===== config.mk =====
export PLATFORM = sky130hd
export DESIGN_NAME = ndn_prefix_parser
export DESIGN_NICKNAME = d
export VERILOG_FILES = /design/src/rtl/ndn_prefix_parser.sv
export SDC_FILE = /design/constraint.sdc
export NUM_CORES = 1
export LEC_CHECK = 0
export ABC_AREA = 1
export CAP_MARGIN = 40
export CORE_UTILIZATION = 35
export DETAILED_ROUTE_END_ITERATION = 8
export SLEW_MARGIN = 20
export SYNTH_ARGS = -nofsm -noshare
export SYNTH_HDL_FRONTEND = slang
export SYNTH_SLANG_ARGS = --single-unit

===== constraint.sdc =====
create_clock -name clk -period 1.69 [get_ports clk]
set_input_delay 0.2535 -clock clk [delete_from_list [all_inputs] [get_ports clk]]
set_output_delay 0.2535 -clock clk [all_outputs]
set_load 0.05 [all_outputs]

===== src/rtl/ndn_prefix_parser.sv =====
// Byte-serial NDN front end: classifies Interest/Data, extracts the name
// prefix and holds it with a strobe until the PIT reports completion.
module ndn_prefix_parser #(
   parameter int          MAX_NAME_BYTES = 8,
   parameter logic [7:0]  TYPE_INTEREST  = 8'h05,
   parameter logic [7:0]  TYPE_DATA      = 8'h06
) (
   input  logic        clk,
   input  logic        rst,
   input  logic [7:0]  in_byte,
   input  logic        in_valid,
   input  logic        in_last,
   output logic        in_ready,
   output logic [63:0] prefix,
   output logic [5:0]  len,
   output logic        interest_out,
   output logic        data_out,
   input  logic        pit_done,
   output logic [7:0]  err_count
);

   localparam logic [7:0] MAXB = 8'(MAX_NAME_BYTES);

   typedef enum logic [2:0] {
      S_IDLE, S_LEN, S_NAME, S_SKIP, S_HOLD
   } state_t;

   state_t      r_state, w_next;
   logic        r_kind, r_err;
   logic [5:0]  r_len;
   logic [2:0]  r_idx;
   logic [63:0] r_prefix;
   logic [7:0]  r_err_count;

   logic w_beat, w_bad, w_lat_kind, w_err_set;
   logic w_start, w_wr, w_name_done, w_known;

   assign w_beat      = in_valid && in_ready;
   assign w_name_done = (({3'b000, r_idx} + 6'd1) == r_len);
   assign w_known     = (in_byte == TYPE_INTEREST) ||
                        (in_byte == TYPE_DATA);

   always_comb begin
      w_next     = r_state;
      w_bad      = 1'b0;
      w_lat_kind = 1'b0;
      w_err_set  = 1'b0;
      w_start    = 1'b0;
      w_wr       = 1'b0;
      unique case (r_state)
         S_IDLE: if (w_beat) begin
            if (in_last) begin
               w_bad  = 1'b1;
               w_next = S_IDLE;
            end else if (w_known) begin
               w_lat_kind = 1'b1;
               w_next     = S_LEN;
            end else begin
               w_err_set = 1'b1;
               w_next    = S_SKIP;
            end
         end
         S_LEN: if (w_beat) begin
            if (in_last) begin
               w_bad  = 1'b1;
               w_next = S_IDLE;
            end else if (in_byte == 8'd0 || in_byte > MAXB) begin
               w_err_set = 1'b1;
               w_next    = S_SKIP;
            end else begin
               w_start = 1'b1;
               w_next  = S_NAME;
            end
         end
         S_NAME: if (w_beat) begin
            w_wr = 1'b1;
            if (w_name_done) begin
               w_next = in_last ? S_HOLD : S_SKIP;
            end else if (in_last) begin
               w_bad  = 1'b1;
               w_next = S_IDLE;
            end
         end
         S_SKIP: if (w_beat && in_last) begin
            // Error flag decides between drop-and-count and delivery
            if (r_err) begin
               w_bad  = 1'b1;
               w_next = S_IDLE;
            end else begin
               w_next = S_HOLD;
            end
         end
         S_HOLD: if (pit_done) w_next = S_IDLE;
         default: w_next = S_IDLE;
      endcase
   end

   always_ff @(posedge clk or posedge rst) begin
      if (rst) begin
         r_state     <= S_IDLE;
         r_kind      <= 1'b0;
         r_err       <= 1'b0;
         r_len       <= 6'd0;
         r_idx       <= 3'd0;
         r_prefix    <= 64'd0;
         r_err_count <= 8'd0;
      end else begin
         r_state <= w_next;
         if (w_lat_kind) begin
            r_kind <= (in_byte == TYPE_DATA);
            r_err  <= 1'b0;
         end
         if (w_err_set) r_err <= 1'b1;
         if (w_start) begin
            r_len    <= in_byte[5:0];
            r_idx    <= 3'd0;
            r_prefix <= 64'd0;
         end
         if (w_wr) begin
            r_prefix <= r_prefix | ({in_byte, 56'd0} >> {r_idx, 3'b000});
            r_idx    <= r_idx + 3'd1;
         end
         if (w_bad && r_err_count != 8'hFF)
            r_err_count <= r_err_count + 8'd1;
      end
   end

   assign in_ready     = !rst && (r_state != S_HOLD);
   assign interest_out = (r_state == S_HOLD) && !r_kind;
   assign data_out     = (r_state == S_HOLD) && r_kind;
   assign prefix       = r_prefix;
   assign len          = r_len;
   assign err_count    = r_err_count;

endmodule


==> impl_results.md, run 1 <==
- DR iter-0 viols: 222
- First-pass GRT wire length: 19100 µm
- Synth-to-Final Area Change: 39.4%
- Critical path type: reg -> reg
- Post-synth top area share: 0.510
- Post-synthesis area per instance: 9.02 µm²
- Hold_buf cts: 0
- Clock-pin slew on the worst setup and hold paths: 0.06 ns
- Ant. Diodes: 0
- Dominant register cell in the synthesized netlist: dfrtp_1
- # clock sinks: 86
- Syn_nets: 483
- CP required: 1.97 ns
- Top-count cell post-synth: dfrtp_1
- Pins over their slew limit: 0
- Synthesized area: 4220 µm²
- Final Util: 0.509
- Critical Path Start Type: flip-flop
- Gr usage total: 0.196
- Cell row count: 39
- Post-synth EDFFs: 0
- Leakage: 2.88 nW
- Seq/Total Area, Yosys: 0.510
- RD Place Congestion: 0.813
- Top cells by count, synth: dfrtp_1 (86), nand2_1 (81), o21a_1 (54)
- Top cells by area, synth: dfrtp_1 (51%), o21a_1 (9.6%), nand2_1 (7.2%)
- Power per cell area: 1850 nW/µm²
- Compound-gate portion of the synthesized area: 0.132
- Distinct cells, synth: 31
- Initial Utilization: 0.365
- Min Tclk post-route: 1.68 ns
- Hold WC Path Type: in -> async
- Floorplan core area: 11600 µm²
- Die height: 112 µm
- Final net count: 609
- YS warnings: 0
- Vias: 3783
- Final ANT Viol Nets: 0
- Wire per inst: 16.1 µm
- Root buf cell: clkbuf_16
- Maxcap violations: 0
- Adder-cell share of the synthesized area: 0.00593
- GR Layer Usage met1: 0.267
- Initial DRT Pass Iterations: 6
- Skew-Pair Late Insertion Delay: 0.34 ns
- Post-synthesis mux area share: 0
- Crit path DAT: 1.96 ns
- GR Overflow Total: 0
- Hold Slack: 0.382 ns
- Clock skew: 0.00702 ns
- Max clock buf depth: 2
- Failing checks: design-rule violations
- Met2 usage: 0.312
- Simple logic cell fraction of the synthesized area: 0.264
- Num CTS Buffers: 9
- H-tree levels: 3
- Share of cells above drive strength 1: 0.349
- Vias in the first global route: 3672
- Io pins: 94
- Max Clock Freq: 596 MHz
- Die area: 12500 µm²
- # DRC: 6
- Share of the cycle needed by the critical path after routing: 0.993
- Largest family of logic cells by synthesized area: simple AND/OR/NAND/NOR gates
- Fin Setup TNS: 0 ns
- RSZ-0062 raised after global routing: yes
- Normalized max-slew margin: 0.666
- CP max FO: 8
- Fill cell count: 1071
- Port Buffers: 93
- Cells after synthesis: 468
- Yosys reg bits: 86
- Most Crowded Layer GR: met2
- Synth area leader: dfrtp_1
- Async set-reset flop share out of synthesis: 1.00
- Peak supply drop: 0.000998 V
- XOR/XNOR Fraction of Synth Area: 0.0124
- Largest net degree at the start of global routing: 42
- Final WL: 11900 µm
- Crit end category: flip-flop
- Met3 usage: 0.0381
- Endpoints failing setup: 0
- DP HPWL: 8480 µm
- Final hold vios: 0
- Status: finished, violations left
- Die width: 112 µm
- Finished Cell Area: 5890 µm²
- CTS tree: done
- Vias per inst: 5.10
- Tightest Pin Transition: 0.501 ns
- Initial antenna violation count: 0
- Placed Area: 5400 µm²
layout make-up:
class                      count  area [µm²]  area share
clock buffer                  12         267      0.0453
clock inverter                 4        76.3      0.0130
inverter                      49         189      0.0321
multi-input combinational    311        1870       0.317
sequential                    86        2150       0.366
tap                          143         179      0.0304
timing repair buffer         137        1160       0.197
report_power, final:
group          leakage [nW]  switching [mW]  internal (mW)
combinational          1.58            3.78           1.68
clock                 0.171           0.836           1.42
sequential             1.13           0.477           2.68
total                  2.88            5.09           5.79
cells by family (layout without fill, tap and decap cells):
| logic type | count (synthesis) | in the layout |
|---|---|---|
| flops | 86 | 86 |
| fa+ha+maj | 2 | 2 |
| compound gates | 83 | 83 |
| buf+inv | 72 | 202 |
| xor+xnor | 6 | 6 |
| simple gates | 219 | 220 |
worst paths after layout:
check / endpoint / start / slack (ns) / cells after the start
worst min register to register: prefix[60] / prefix[60] / 0.49 / 1
min in group clk: prefix[60] / prefix[60] / 0.49 / 1
worst max-delay path: err_count[7] / r_idx[1] / 0.01 / 10
worst max register to register: err_count[7] / r_idx[1] / 0.01 / 10
max in group asynchronous: r_state[0] / rst / 0.52 / 4
worst min-delay path: prefix[0] / rst / 0.38 / 3
worst max-delay path, cell delays in order, from the launching register on:
cell	delay [ns]
dfrtp_1	0.41
ha_4	0.26
nand2_1	0.09
nand3_2	0.09
nor2_4	0.13
nand4_1	0.15
nand2_2	0.15
nand2_4	0.10
nand2_8	0.12
nand2_1	0.06
nand2_1	0.05
layer usage:
layer / wire [µm] / up-vias
met1: 5630 / 1864
met4: 184 / 0
li1: - / 1815
met2: 5630 / 93
met5: 0 / -
met3: 461 / 11
cell usage in the layout, fill, tap and decap left out, types with 17 or more instances in the layout:
cell and n:
buf_4 115, dfrtp_1 84, inv_1 35, nand2_1 74
nand3_1 40, nor2_1 18, nor3_1 35, nor3_2 22
o21a_1 54, o21ai_1 17
sequential cells by signal, indices dropped and copies added, names as in the netlist:
register and flops:
r_state 3, len 6, r_kind 1, r_idx 3
r_err 1, err_count 8, prefix 64
what timing repair did:
item,CTS,global route
gates resized for setup,5,21
gates cloned,0,3
buffers inserted,0,1
pin swaps,3,10
endpoints found under the setup margin,10,79
per-stage QoR:
stage	cells	setup WS (ns)	total power, mW
global placement	722	-0.172	8.37
detailed placement	722	-0.174	8.44
CTS	738	-0.0362	10.8
finish	742	0.0115	10.9
floorplan	468	-0.0141	6.74
global route	742	-0.103	11.4
(Power assumes the default switching activity.)
==> run 2, diff against run 1 <==
- clock period: 1.69 -> 1.8 ns (I/O delays scaled with it)
==> run 2 against run 1 <==
Net effect: the run still ends with design-rule violations left; first-iteration DRC count increased by 7.7%; design area decreased by 3.0%; clock power decreased by 15%; cell count decreased by 1.6%; critical path type unchanged; largest power group unchanged; non-clock buffer count decreased by 12; hold slack improved by 0.078 ns.
==> impl_results.md, run 2 (synthesis results as in run 1) <==
- Cell row count: 39 (unchanged)
- Initial DRT Pass Iterations: 6 (unchanged)
- Commonest cells after routing, fill and taps aside: buf_4 (100), dfrtp_1 (84), nand2_1 (80)
- CP Cell Sequence: ha_4, inv_2, nand2_1, nand3_2, nor2_4, nand4_1, nand2_2, nand2_4, nand2_4, nand2_1, nand2_1
- CP max FO: 8 (unchanged)
- Vias in the first global route: 3610 (-1.7%)
- Final WL: 11400 µm (-4.3%)
- Hold WC Path Type: in -> async
- Top cell by count, worst path: nand2_1
- Io pins: 94 (unchanged)
- Vias: 3691 (-2.4%)
- Clock skew: 0.00811 ns (+0.00109 ns)
- Pins over their slew limit: 0 (unchanged)
- Share of cells above drive strength 1: 0.300 (-0.0491)
- Crit end category: flip-flop
- CP required: 2.08 ns (+0.11 ns)
- H-tree levels: 3 (unchanged)
- Endpoints failing setup: 0 (unchanged)
- Ant. Diodes: 0 (unchanged)
- # DRC: 5 (-1)
- FF-to-FF End: err_count[4]
- Max FFs per register: 64 (unchanged)
- Status: finished, violations left
- Flop-to-flop setup slack: 0.08 ns (+0.07 ns)
- Leakage: 2.84 nW (-1.2%)
- Die area: 12500 µm² (unchanged)
- Min Tclk post-route: 1.72 ns (+0.0412 ns)
- Final Util: 0.494 (-0.0150)
- Met3 usage: 0.0495 (+0.0114)
- Worst flop-to-flop path startpoint: r_idx[1]
- Die height: 112 µm (unchanged)
- Peak supply drop: 0.000872 V (-13%)
- Largest net degree at the start of global routing: 87 (+110%)
- Port Buffers: 93 (unchanged)
- Placed Area: 5360 µm² (-0.72%)
- # clock sinks: 86 (unchanged)
- Placed Cells: 713 (-1.2%)
- Critical path type: reg -> reg
- Final ANT Viol Nets: 0 (unchanged)
- Place WS: -0.134 ns (+0.0393 ns)
- Skew-Pair Late Insertion Delay: 0.34 ns (about the same)
- CTS tree: done
- DP HPWL: 8210 µm (-3.3%)
- GR Overflow Total: 0 (unchanged)
- Wire per inst: 15.6 µm (-2.7%)
- Critical Path Start Type: flip-flop
- Tightest Pin Transition: 0.507 ns (+0.00623 ns)
- Post-CTS Setup Inserts: 0 (unchanged)
- Normalized max-slew margin: 0.661 (-0.00471)
- Maxcap violations: 0 (unchanged)
- Initial antenna violation count: 0 (unchanged)
- Setup WS post-layout: 0.0803 ns (+0.0688 ns)
- Share of the cycle needed by the critical path after routing: 0.955 (-0.0378)
- Vias per inst: 5.06 (-0.83%)
- Most Crowded Layer GR: met2
- Die width: 112 µm (unchanged)
- Power per cell area: 1720 nW/µm² (-7.1%)
- Crit path DAT: 2.00 ns (+0.04 ns)
- Max Clock Freq: 581 MHz (-2.4%)
- Num CTS Buffers: 9 (unchanged)
- DR iter-0 viols: 239 (+7.7%)
- Gr usage total: 0.190 (-0.00614)
- Slowest CP cell: dfrtp_1
- RD Place Congestion: 0.860 (+5.8%)
- Finished Cell Area: 5710 µm² (-3.0%)
- CP max stage delay: 0.41 ns (about the same)
- Max clock buf depth: 2 (unchanged)
- Fin Setup TNS: 0 ns (unchanged)
- Hold Slack: 0.460 ns (+0.0782 ns)
- Root buf cell: clkbuf_16
- Most common cell after layout, fill and taps aside: buf_4
- Failing checks: design-rule violations
- Floorplan core area: 11600 µm² (unchanged)
- Clock-pin slew on the worst setup and hold paths: 0.07 ns (about the same)
- Total design power: 9.81 mW (-9.8%)
- Final net count: 597 (-2.0%)
- GR Layer Usage met1: 0.266 (about the same)
- Kind of cell adding the most delay to the critical path: simple AND/OR/NAND/NOR gates
- Initial Utilization: 0.365 (unchanged)
- Final hold vios: 0 (unchanged)
- Worst Reg-to-Reg Cells: 11 (+1)
- Worst Path Buf+Inv: 1 (+1)
- Fin cells: 730 (-1.6%)
- First-pass GRT wire length: 18600 µm (-2.1%)
- Synth-to-Final Area Change: 35.3%
- Met2 usage: 0.289 (-0.0228)
run 2: changes by cell type in the layout (fill, tap and decap cells not counted), moves of 4 or more:
cell	previous run	this run
buf_4	115	100
inv_6	1	5
nand2_1	74	80
nand2_2	9	3
nor2_1	18	22
nor2_2	7	3
run 2: area by class of cell:
class | instances | area [µm²]
Fill cell | 1083 | 5850
Multi-Input combinational cell | 311 | 1810
Clock inverter | 7 | 78.8
Timing Repair Buffer | 125 | 1070
Sequential cell | 86 | 2150
Inverter | 49 | 189
Tap cell | 143 | 179
Clock buffer | 9 | 225
run 2: worst max path at each step:
stage,from,end,depth (start not counted)
after floorplan,err_count[0],err_count[6],8
after global placement,in_byte[7],prefix[49],9
after detailed placement,in_byte[7],prefix[12],9
after CTS,prefix[43],prefix[43],1
after global routing,r_idx[0],err_count[4],11
final,r_idx[1],err_count[4],11
run 2: timing repair:
action                     4_1_cts  5_1_grt
pin swaps                        0        6
gates resized for setup          3       12
setup endpoints to repair        3       15
hold buffers                     0        0
cloned                           0        1
run 2: worst reg2reg max path, stage by stage (launching register included):
cell and delay (ns):
dfrtp_1 0.41, ha_4 0.28, inv_2 0.04, nand2_1 0.07, nand3_2 0.10, nor2_4 0.13
nand4_1 0.13, nand2_2 0.15, nand2_4 0.09, nand2_4 0.12, nand2_1 0.07, nand2_1 0.06
run 2: report_power, final:
part / switching (mW) / leakage (nW) / internal (mW) / total (mW)
clock network: 0.814 / 0.151 / 1.10 / 1.91
logic: 3.46 / 1.56 / 1.49 / 4.95
registers: 0.435 / 1.13 / 2.52 / 2.95
total: 4.71 / 2.84 / 5.10 / 9.81
run 2: layer usage:
layer | up-vias | routed length (µm) | share of wire
met5 | - | 0 | 0
met1 | 1794 | 5400 | 0.47
li1 | 1797 | - | -
met2 | 88 | 5310 | 0.47
met3 | 12 | 522 | 0.046
met4 | 0 | 173 | 0.015
